[src/rtl/display_scanner.sv]
// Time-multiplexed 7-segment scanner: double-buffered BCD frame, LSD-first digit
// slots with a leading blanking gap, BCD decode and optional leading-zero blanking.
module display_scanner #(
    parameter int DIGITS       = 3,
    parameter int SCAN_DIV     = 4000,
    parameter int BLANK_CYCLES = 400
) (
    input  logic                  clk,
    input  logic                  rst_n,
    input  logic                  load,
    input  logic [4*DIGITS-1:0]   bcd_in,
    input  logic                  zero_suppress,
    output logic                  pending,
    output logic                  frame_start,
    output logic                  blank,
    output logic [6:0]            segments,
    output logic [DIGITS-1:0]     enable
);

    localparam int PW = (SCAN_DIV > 1) ? $clog2(SCAN_DIV) : 1;
    localparam int IW = (DIGITS > 1) ? $clog2(DIGITS) : 1;
    localparam logic [PW-1:0] P_LAST  = PW'(SCAN_DIV - 1);
    localparam logic [PW-1:0] P_BLANK = PW'(BLANK_CYCLES);
    localparam logic [IW-1:0] I_LAST  = IW'(DIGITS - 1);

    typedef enum logic {ST_BLANK, ST_DRIVE} state_t;

    state_t                state_q, state_d;
    logic [PW-1:0]         p_q, p_d;
    logic [IW-1:0]         idx_q, idx_d;
    logic [4*DIGITS-1:0]   shadow_q, shadow_d;
    logic [4*DIGITS-1:0]   active_q, active_d;
    logic                  pending_q, pending_d;
    logic                  frame_start_q, frame_start_d;
    logic                  blank_q, blank_d;
    logic [6:0]            segments_q, segments_d;
    logic [DIGITS-1:0]     enable_q, enable_d;

    logic                  wrap;
    logic                  boundary;
    logic [3:0]            cur_digit;
    logic                  cur_suppress;
    logic                  all_zero;
    logic [DIGITS-1:0]     lead_zero;

    function automatic logic [6:0] seg_decode(input logic [3:0] d);
        logic [6:0] s;
        case (d)
            4'd0:    s = 7'h3F;
            4'd1:    s = 7'h06;
            4'd2:    s = 7'h5B;
            4'd3:    s = 7'h4F;
            4'd4:    s = 7'h66;
            4'd5:    s = 7'h6D;
            4'd6:    s = 7'h7D;
            4'd7:    s = 7'h07;
            4'd8:    s = 7'h7F;
            4'd9:    s = 7'h6F;
            default: s = 7'h40;
        endcase
        return s;
    endfunction

    always_comb begin
        wrap     = (p_q == P_LAST);
        boundary = wrap && (idx_q == I_LAST);

        p_d   = wrap ? '0 : p_q + 1'b1;
        idx_d = idx_q;
        if (wrap) begin
            idx_d = (idx_q == I_LAST) ? '0 : idx_q + 1'b1;
        end

        // state_q always tracks p_q: BLANK for p < BLANK_CYCLES, DRIVE after
        state_d = state_q;
        if (wrap) begin
            state_d = ST_BLANK;
        end else if (p_d == P_BLANK) begin
            state_d = ST_DRIVE;
        end

        // A digit above 0 is a leading zero when it and every higher digit are 0
        all_zero  = 1'b1;
        lead_zero = '0;
        for (int i = DIGITS - 1; i >= 0; i--) begin
            all_zero     = all_zero && (active_q[4*i +: 4] == 4'd0);
            lead_zero[i] = all_zero && (i != 0);
        end

        cur_digit    = 4'd0;
        cur_suppress = 1'b0;
        enable_d     = '0;
        for (int i = 0; i < DIGITS; i++) begin
            if (idx_q == IW'(i)) begin
                cur_digit    = active_q[4*i +: 4];
                cur_suppress = lead_zero[i];
                enable_d[i]  = (state_q == ST_DRIVE);
            end
        end

        if (state_q == ST_DRIVE) begin
            segments_d = (zero_suppress && cur_suppress) ? 7'h00 : seg_decode(cur_digit);
            blank_d    = 1'b0;
        end else begin
            segments_d = 7'h00;
            blank_d    = 1'b1;
        end

        frame_start_d = boundary;

        // Boundary transfer reads the pre-load shadow; a coincident load re-arms pending
        shadow_d  = shadow_q;
        active_d  = active_q;
        pending_d = pending_q;
        if (boundary && pending_q) begin
            active_d  = shadow_q;
            pending_d = 1'b0;
        end
        if (load) begin
            shadow_d  = bcd_in;
            pending_d = 1'b1;
        end
    end

    always_ff @(posedge clk) begin
        if (!rst_n) begin
            state_q       <= ST_BLANK;
            p_q           <= '0;
            idx_q         <= '0;
            shadow_q      <= '0;
            active_q      <= '0;
            pending_q     <= 1'b0;
            frame_start_q <= 1'b0;
            blank_q       <= 1'b1;
            segments_q    <= 7'h00;
            enable_q      <= '0;
        end else begin
            state_q       <= state_d;
            p_q           <= p_d;
            idx_q         <= idx_d;
            shadow_q      <= shadow_d;
            active_q      <= active_d;
            pending_q     <= pending_d;
            frame_start_q <= frame_start_d;
            blank_q       <= blank_d;
            segments_q    <= segments_d;
            enable_q      <= enable_d;
        end
    end

    assign pending     = pending_q;
    assign frame_start = frame_start_q;
    assign blank       = blank_q;
    assign segments    = segments_q;
    assign enable      = enable_q;

endmodule
[config.mk]
export PLATFORM = sky130hd
export DESIGN_NAME = display_scanner
export DESIGN_NICKNAME = d
export VERILOG_FILES = /design/src/rtl/display_scanner.sv
export SDC_FILE = /design/constraint.sdc
export NUM_CORES = 1
export LEC_CHECK = 0
export CAP_MARGIN = 30
export CORE_MARGIN = 5
export CORE_UTILIZATION = 54
export DETAILED_ROUTE_END_ITERATION = 6
export GPL_TIMING_DRIVEN = 0
export HOLD_SLACK_MARGIN = 0.06
export PLACE_DENSITY = 0.78
export SETUP_SLACK_MARGIN = 0.1
export SLEW_MARGIN = 20
export SYNTH_ARGS = -nofsm -noshare
export SYNTH_HDL_FRONTEND = slang
export SYNTH_SLANG_ARGS = --single-unit
[constraint.sdc]
create_clock -name clk -period 2.43 [get_ports clk]
set_input_delay 0.486 -clock clk [delete_from_list [all_inputs] [get_ports clk]]
set_output_delay 0.486 -clock clk [all_outputs]
set_load 0.02 [all_outputs]
==> results of run 1 <==
==> path summary, 6_finish.rpt <==
kind / startpoint / end / slack, ns / depth (start not counted)
max: p_q[0] / active_q[5] / 0.26 / 8
min: p_q[0] / p_q[0] / 0.49 / 1
max reg2reg: p_q[0] / active_q[5] / 0.26 / 8
min reg2reg: p_q[0] / p_q[0] / 0.49 / 1
==> flip-flops by register name (all words and copies together) (netlist names) <==
name / flops
active_q: 12
blank: 1
enable: 3
frame_start: 1
idx_q: 2
p_q: 12
pending: 1
segments: 7
shadow_q: 12
state_q: 1
==> metal layers <==
layer  GRT usage (%)  vias to the layer above
met1            21.7                      789
li1                -                      886
met2            24.3                       36
met3            4.09                        5
met5               0                        -
met4            4.85                        0
==> where the power goes <==
group | switching (uW) | total (uW) | internal, uW
Combinational | 30.4 | 77.2 | 46.9
Sequential | 12.4 | 881 | 869
Clock | 284 | 491 | 207
==> layout make-up <==
cell class	instances	area share, %
plain buffers	14	3.20
clock buffers	5	2.48
clock inverters	3	0.812
inverters	2	0.271
multi-input cells	167	43.1
flip-flops and latches	52	37.5
well taps	52	2.34
repair buffers	29	10.3
==> worst max-delay path, stage by stage, from the launching register on <==
cell and delay [ns]:
dfxtp_1 0.41, ha_1 0.26, nand4_1 0.24, nor4_4 0.38
and3_1 0.25, buf_6 0.13, buf_12 0.13, mux2i_1 0.21
nor2b_1 0.06
==> cell usage after synthesis, types with 2 or more instances <==
| master | count |
|---|---|
| nor2_1 | 11 |
| dfxtp_1 | 52 |
| o21ai_0 | 5 |
| inv_1 | 2 |
| and2_1 | 5 |
| mux2i_1 | 32 |
| nand4_1 | 2 |
| buf_2 | 4 |
| o22ai_1 | 2 |
| nor3_1 | 6 |
| o21a_1 | 4 |
| ha_1 | 7 |
| a21oi_1 | 9 |
| clkbuf_1 | 6 |
| nand3_1 | 5 |
| buf_6 | 2 |
| and3_1 | 2 |
| a21boi_0 | 2 |
| o22a_1 | 2 |
| nand2_1 | 18 |
| nor2b_1 | 30 |
| nand4b_1 | 2 |
| xnor2_1 | 7 |
| nor4_1 | 2 |
==> cells by family (layout without fill, tap and decap cells) <==
group           count (synthesis)  after routing
fa+ha+maj                       7              7
flops                          52             52
mux                            33             33
buf+inv                        16             53
xor+xnor                        8              8
simple gates                   91             91
compound gates                 28             28
==> through the flow <==
stage	utilization, %	std cells
after floorplan	-	235
after global placement	62.6	314
after detailed placement	62.6	314
after CTS	64.7	322
after global routing	65.1	324
final	65.1	324
==> timing repair <==
action	CTS	global route
buffers inserted	0	2
endpoints found under the setup margin	0	3
gates resized for setup	0	0
==> summary.md, run 1 <==
| Metric | Value |
|---|---|
| CP Launch Type | `register` |
| Worst-margin pin slew | `0.738 ns` |
| Final cell area excluding filler cells | `2780 sq um` |
| Routed wl met2 | `1850 um` |
| Most common cell after layout, fill and taps aside | `dfxtp_1` |
| Largest family of logic cells by synthesized area | `simple AND/OR/NAND/NOR gates` |
| Xor/xnor cell area share of the yosys netlist | `3.00%` |
| Final WL | `4130 um` |
| Pleak | `0.00103 uW` |
| Mapped Cells | `235` |
| Routed len/inst | `12.8 um` |
| Die ar. | `5740 sq um` |
| Area grow syn2layout | `18.9%` |
| Total power | `1450 uW` |
| Post-synthesis simple-gate area fraction | `22.7%` |
| Core area | `4260 sq um` |
| Multi-input logic area | `1200 sq um` |
| Clock Skew | `0.0105 ns` |
| Ys async rst share | `0%` |
| Final min period | `2.17 ns` |
| TritonCTS buffer count | `5` |
| Post-route setup TNS | `0 ns` |
| Pwr dens | `522 nW/um^2` |
| Final setup violation count | `0` |
| Yosys reg bits | `52` |
| Min Hold Slack | `0.495 ns` |
| Sequential share of the synthesized area | `44.6%` |
| Cell taking the most area after synthesis | `dfxtp_1` |
| Met3 WL | `191 um` |
| Crit path kind | `register to register` |
| Row cnt | `24` |
| Unrepaired setup endpoints after global routing | `false` |
| Fin. max-slew vios | `0` |
| Synth top area share | `44.6%` |
| Fill cells | `380` |
| Slew margin rel. | `50.8%` |
| Hold crit path type | `register to register` |
| Mux share of post-synthesis cell area | `14.2%` |
| CTS tree | `done` |
| Worst path required time | `2.63 ns` |
| Global-route wire length before repair | `6880 um` |
| Post-place setup slack | `0.208 ns` |
| Layout cells sized above 1 | `8.09%` |
| Ranking of synthesized cells by area | `dfxtp_1, mux2i_1, nor2b_1` |
| Highest-count cells in the layout ignoring fill and taps | `dfxtp_1, mux2i_1, nor2b_1, clkdlybuf4s50_1, nand2_1` |
| Detailed Route Iter0 Violations | `135` |
| Clk Tree Root Cell | `clkbuf_8` |
| Max clock buf depth | `2` |
| Largest net degree at the start of global routing | `18` |
| Die Span X | `75.7 um` |
| CTS sink count | `52` |
| Crit Path Max Fanout | `10` |
| Post-synthesis net count | `258` |
| Syn avg cell area | `9.93 sq um` |
| Synth Cell Area | `2330 sq um` |
| Max-Cap Viols | `0` |
| Nets@finish | `294` |
| Synth Area in Adders | `3.75%` |
| Critical Path Sink Type | `register` |
| Synthesis Warnings | `0` |
| Fmax | `460 MHz` |
| Antenna cells | `0` |
| Routed vias | `1,716` |
| Final period util | `89.4%` |
| Peak VDD IR | `0.000389 V` |
| Worst-path clk slew | `0.10 ns` |
| Die Ht | `75.7 um` |
| Remaining antenna violation count | `0` |
| Routed length on met1 | `2040 um` |
| IO buf count | `27` |
| Worst-Skew Late Latency | `0.30 ns` |
| Netlist cell types | `40` |
| Post-layout worst setup margin | `0.257 ns` |
| CTS H-Tree Depth | `2` |
| Post-synthesis compound-gate area fraction | `7.56%` |
| Final GP Congestion | `0.873` |
| Placed cell area | `2670 sq um` |
| Final Hold Vio Count | `0` |
| GR Util All Layers | `15.8%` |
| IO Pins | `29` |
| Initial antenna violation count | `0` |
| Status | `finished clean` |
| Initial core utilization | `54.7%` |
| Worst endpoint data arrival time | `2.38 ns` |
| Initial DRT Pass Iterations | `4` |
| HPWL Detailed | `3060 um` |
| Synth Flop Type | `dfxtp_1` |
| Grt ovf | `0` |
| Via density | `5.30` |
| FF+latch area | `1040 sq um` |
| DRC | `0` |
| Max layer used | `met4` |
| EDFF count, synth | `0` |
| Hold_buf cts | `0` |
| Vias in the first global route | `1,498` |
No activity file was read; power rests on OpenSTA's default activity.
==> run 2, diff against run 1 <==
- CTS_CLUSTER_SIZE: not set -> 20
- RECOVER_POWER: not set -> 25
==> run 2 against run 1 <==
Effect of this change: fmax unchanged; clock power about the same; critical path depth unchanged; sequential share of layout area unchanged; die area unchanged; final area did not move; total power about the same; wire length unchanged; critical endpoint unchanged.
==> summary.md, run 2 (synthesis results as in run 1) <==
| Metric | Value |
|---|---|
| Biggest regs | `active_q: 12 flops, p_q: 12 flops, shadow_q: 12 flops` |
| Worst endpoint data arrival time | `2.38 ns` |
| Final period util | `89.4%` |
| Crit Path Max Fanout | `10` |
| IO buf count | `27` |
| GR Util All Layers | `15.8%` |
| Area grow syn2layout | `18.9%` |
| Final Hold Vio Count | `0` |
| TritonCTS buffer count | `5` |
| CTS sink count | `52` |
| Via density | `5.30` |
| Highest-count cells in the layout ignoring fill and taps | `dfxtp_1, mux2i_1, nor2b_1, clkdlybuf4s50_1, nand2_1` |
| Initial DRT Pass Iterations | `4` |
| Post-route insts no fill | `324` |
| Status | `finished clean` |
| Most common cell after layout, fill and taps aside | `dfxtp_1` |
| Layout cells sized above 1 | `8.09%` |
| Hold_sp | `p_q[0]` |
| Routed vias | `1,716` |
| R2r setup slk | `0.26 ns` |
| Final min period | `2.17 ns` |
| Slew margin rel. | `50.8%` |
| Max clock buf depth | `2` |
| DRC | `0` |
| Final WL | `4130 um` |
| Detailed Route Iter0 Violations | `135` |
| Post-route setup TNS | `0 ns` |
| Min Hold Slack | `0.495 ns` |
| Worst-Skew Late Latency | `0.30 ns` |
| Clk Tree Root Cell | `clkbuf_8` |
| Clock Skew | `0.0105 ns` |
| HPWL Detailed | `3060 um` |
| Placed insts | `314` |
| Final setup violation count | `0` |
| Initial antenna violation count | `0` |
| Die ar. | `5740 sq um` |
| R2r endpoint | `active_q[5]` |
| Cell depth of the worst min-delay path | `1` |
| Peak VDD IR | `0.000389 V` |
| Worst-margin pin slew | `0.738 ns` |
| Largest net degree at the start of global routing | `18` |
| Routed len/inst | `12.8 um` |
| CP Launch Type | `register` |
| Max-Cap Viols | `0` |
| Vias in the first global route | `1,498` |
| Worst path required time | `2.63 ns` |
| Post-cts resize count | `0` |
| Die Ht | `75.7 um` |
| Core area | `4260 sq um` |
| Antenna cells | `0` |
| Remaining antenna violation count | `0` |
| Total power | `1450 uW` |
| Fill cells | `380` |
| Worst reg2reg path depth | `8` |
| Unrepaired setup endpoints after global routing | `false` |
| Critical Path Sink Type | `register` |
| CTS tree | `done` |
| Initial core utilization | `54.7%` |
| Nets@finish | `294` |
| Die Span X | `75.7 um` |
| Reg2reg start | `p_q[0]` |
| Hold crit path type | `register to register` |
| Global-route wire length before repair | `6880 um` |
| Worst-path clk slew | `0.10 ns` |
| IO Pins | `29` |
| Fmax | `460 MHz` |
| CTS H-Tree Depth | `2` |
| Worst Hold End | `p_q[0]` |
| Row cnt | `24` |
| Pwr dens | `522 nW/um^2` |
| Fin. max-slew vios | `0` |
| Grt ovf | `0` |
| Pleak | `0.00103 uW` |
| Crit path kind | `register to register` |
| Final GP Congestion | `0.873` |
run 2: worst max-delay path, cell delays in order (launching register included):
cell	delay [ns]
dfxtp_1	0.41
ha_1	0.26
nand4_1	0.24
nor4_4	0.38
and3_1	0.25
buf_6	0.13
buf_12	0.13
mux2i_1	0.21
nor2b_1	0.06
run 2: through the flow:
| step | worst slack [ns] | util (%) | area, sq um |
|---|---|---|---|
| floorplan | 0.557 | - | 2330 |
| global placement | 0.243 | 62.6 | 2670 |
| detailed placement | 0.208 | 62.6 | 2670 |
| CTS | 0.246 | 64.7 | 2760 |
| global route | 0.114 | 65.1 | 2780 |
| finish | 0.257 | 65.1 | 2780 |
run 2: power by group:
part	switching (uW)	internal, uW
Sequential	12.4	869
Combinational	30.4	46.6
Clock	284	207
run 2: routing by layer:
metal | vias up | wire length [um] | global-route usage (%) | share of wire [%]
li1 | 886 | - | - | -
met1 | 789 | 2040 | 21.7 | 49
met2 | 36 | 1850 | 24.3 | 45
met3 | 5 | 191 | 4.09 | 4.6
met4 | 0 | 53 | 4.85 | 1.3
met5 | - | 0 | 0 | 0
run 2: worst max path at each step:
stage	start	end	slack [ns]	cells past startpoint
3_5_place_dp	rst_n	segments[5]	0.21	5
2_1_floorplan	p_q[0]	active_q[10]	0.56	8
5_1_grt	p_q[0]	active_q[5]	0.11	8
3_3_place_gp	rst_n	segments[5]	0.24	5
6_report	p_q[0]	active_q[5]	0.26	8
4_1_cts	p_q[0]	active_q[5]	0.25	8
run 2: layout make-up:
| class | instances | area, sq um | area share, % |
|---|---|---|---|
| Clock buffer | 5 | 68.8 | 2.48 |
| Timing Repair Buffer | 29 | 285 | 10.3 |
| Sequential cell | 52 | 1040 | 37.5 |
| Multi-Input combinational cell | 167 | 1200 | 43.1 |
| Buffer | 14 | 88.8 | 3.20 |
| Tap cell | 52 | 65.1 | 2.34 |
| Clock inverter | 3 | 22.5 | 0.812 |
| Inverter | 2 | 7.51 | 0.271 |
run 2: what timing repair did:
item | in CTS | in global routing
setup endpoints to repair | 0 | 3
hold buffers | 0 | 0
buffers inserted | 0 | 2
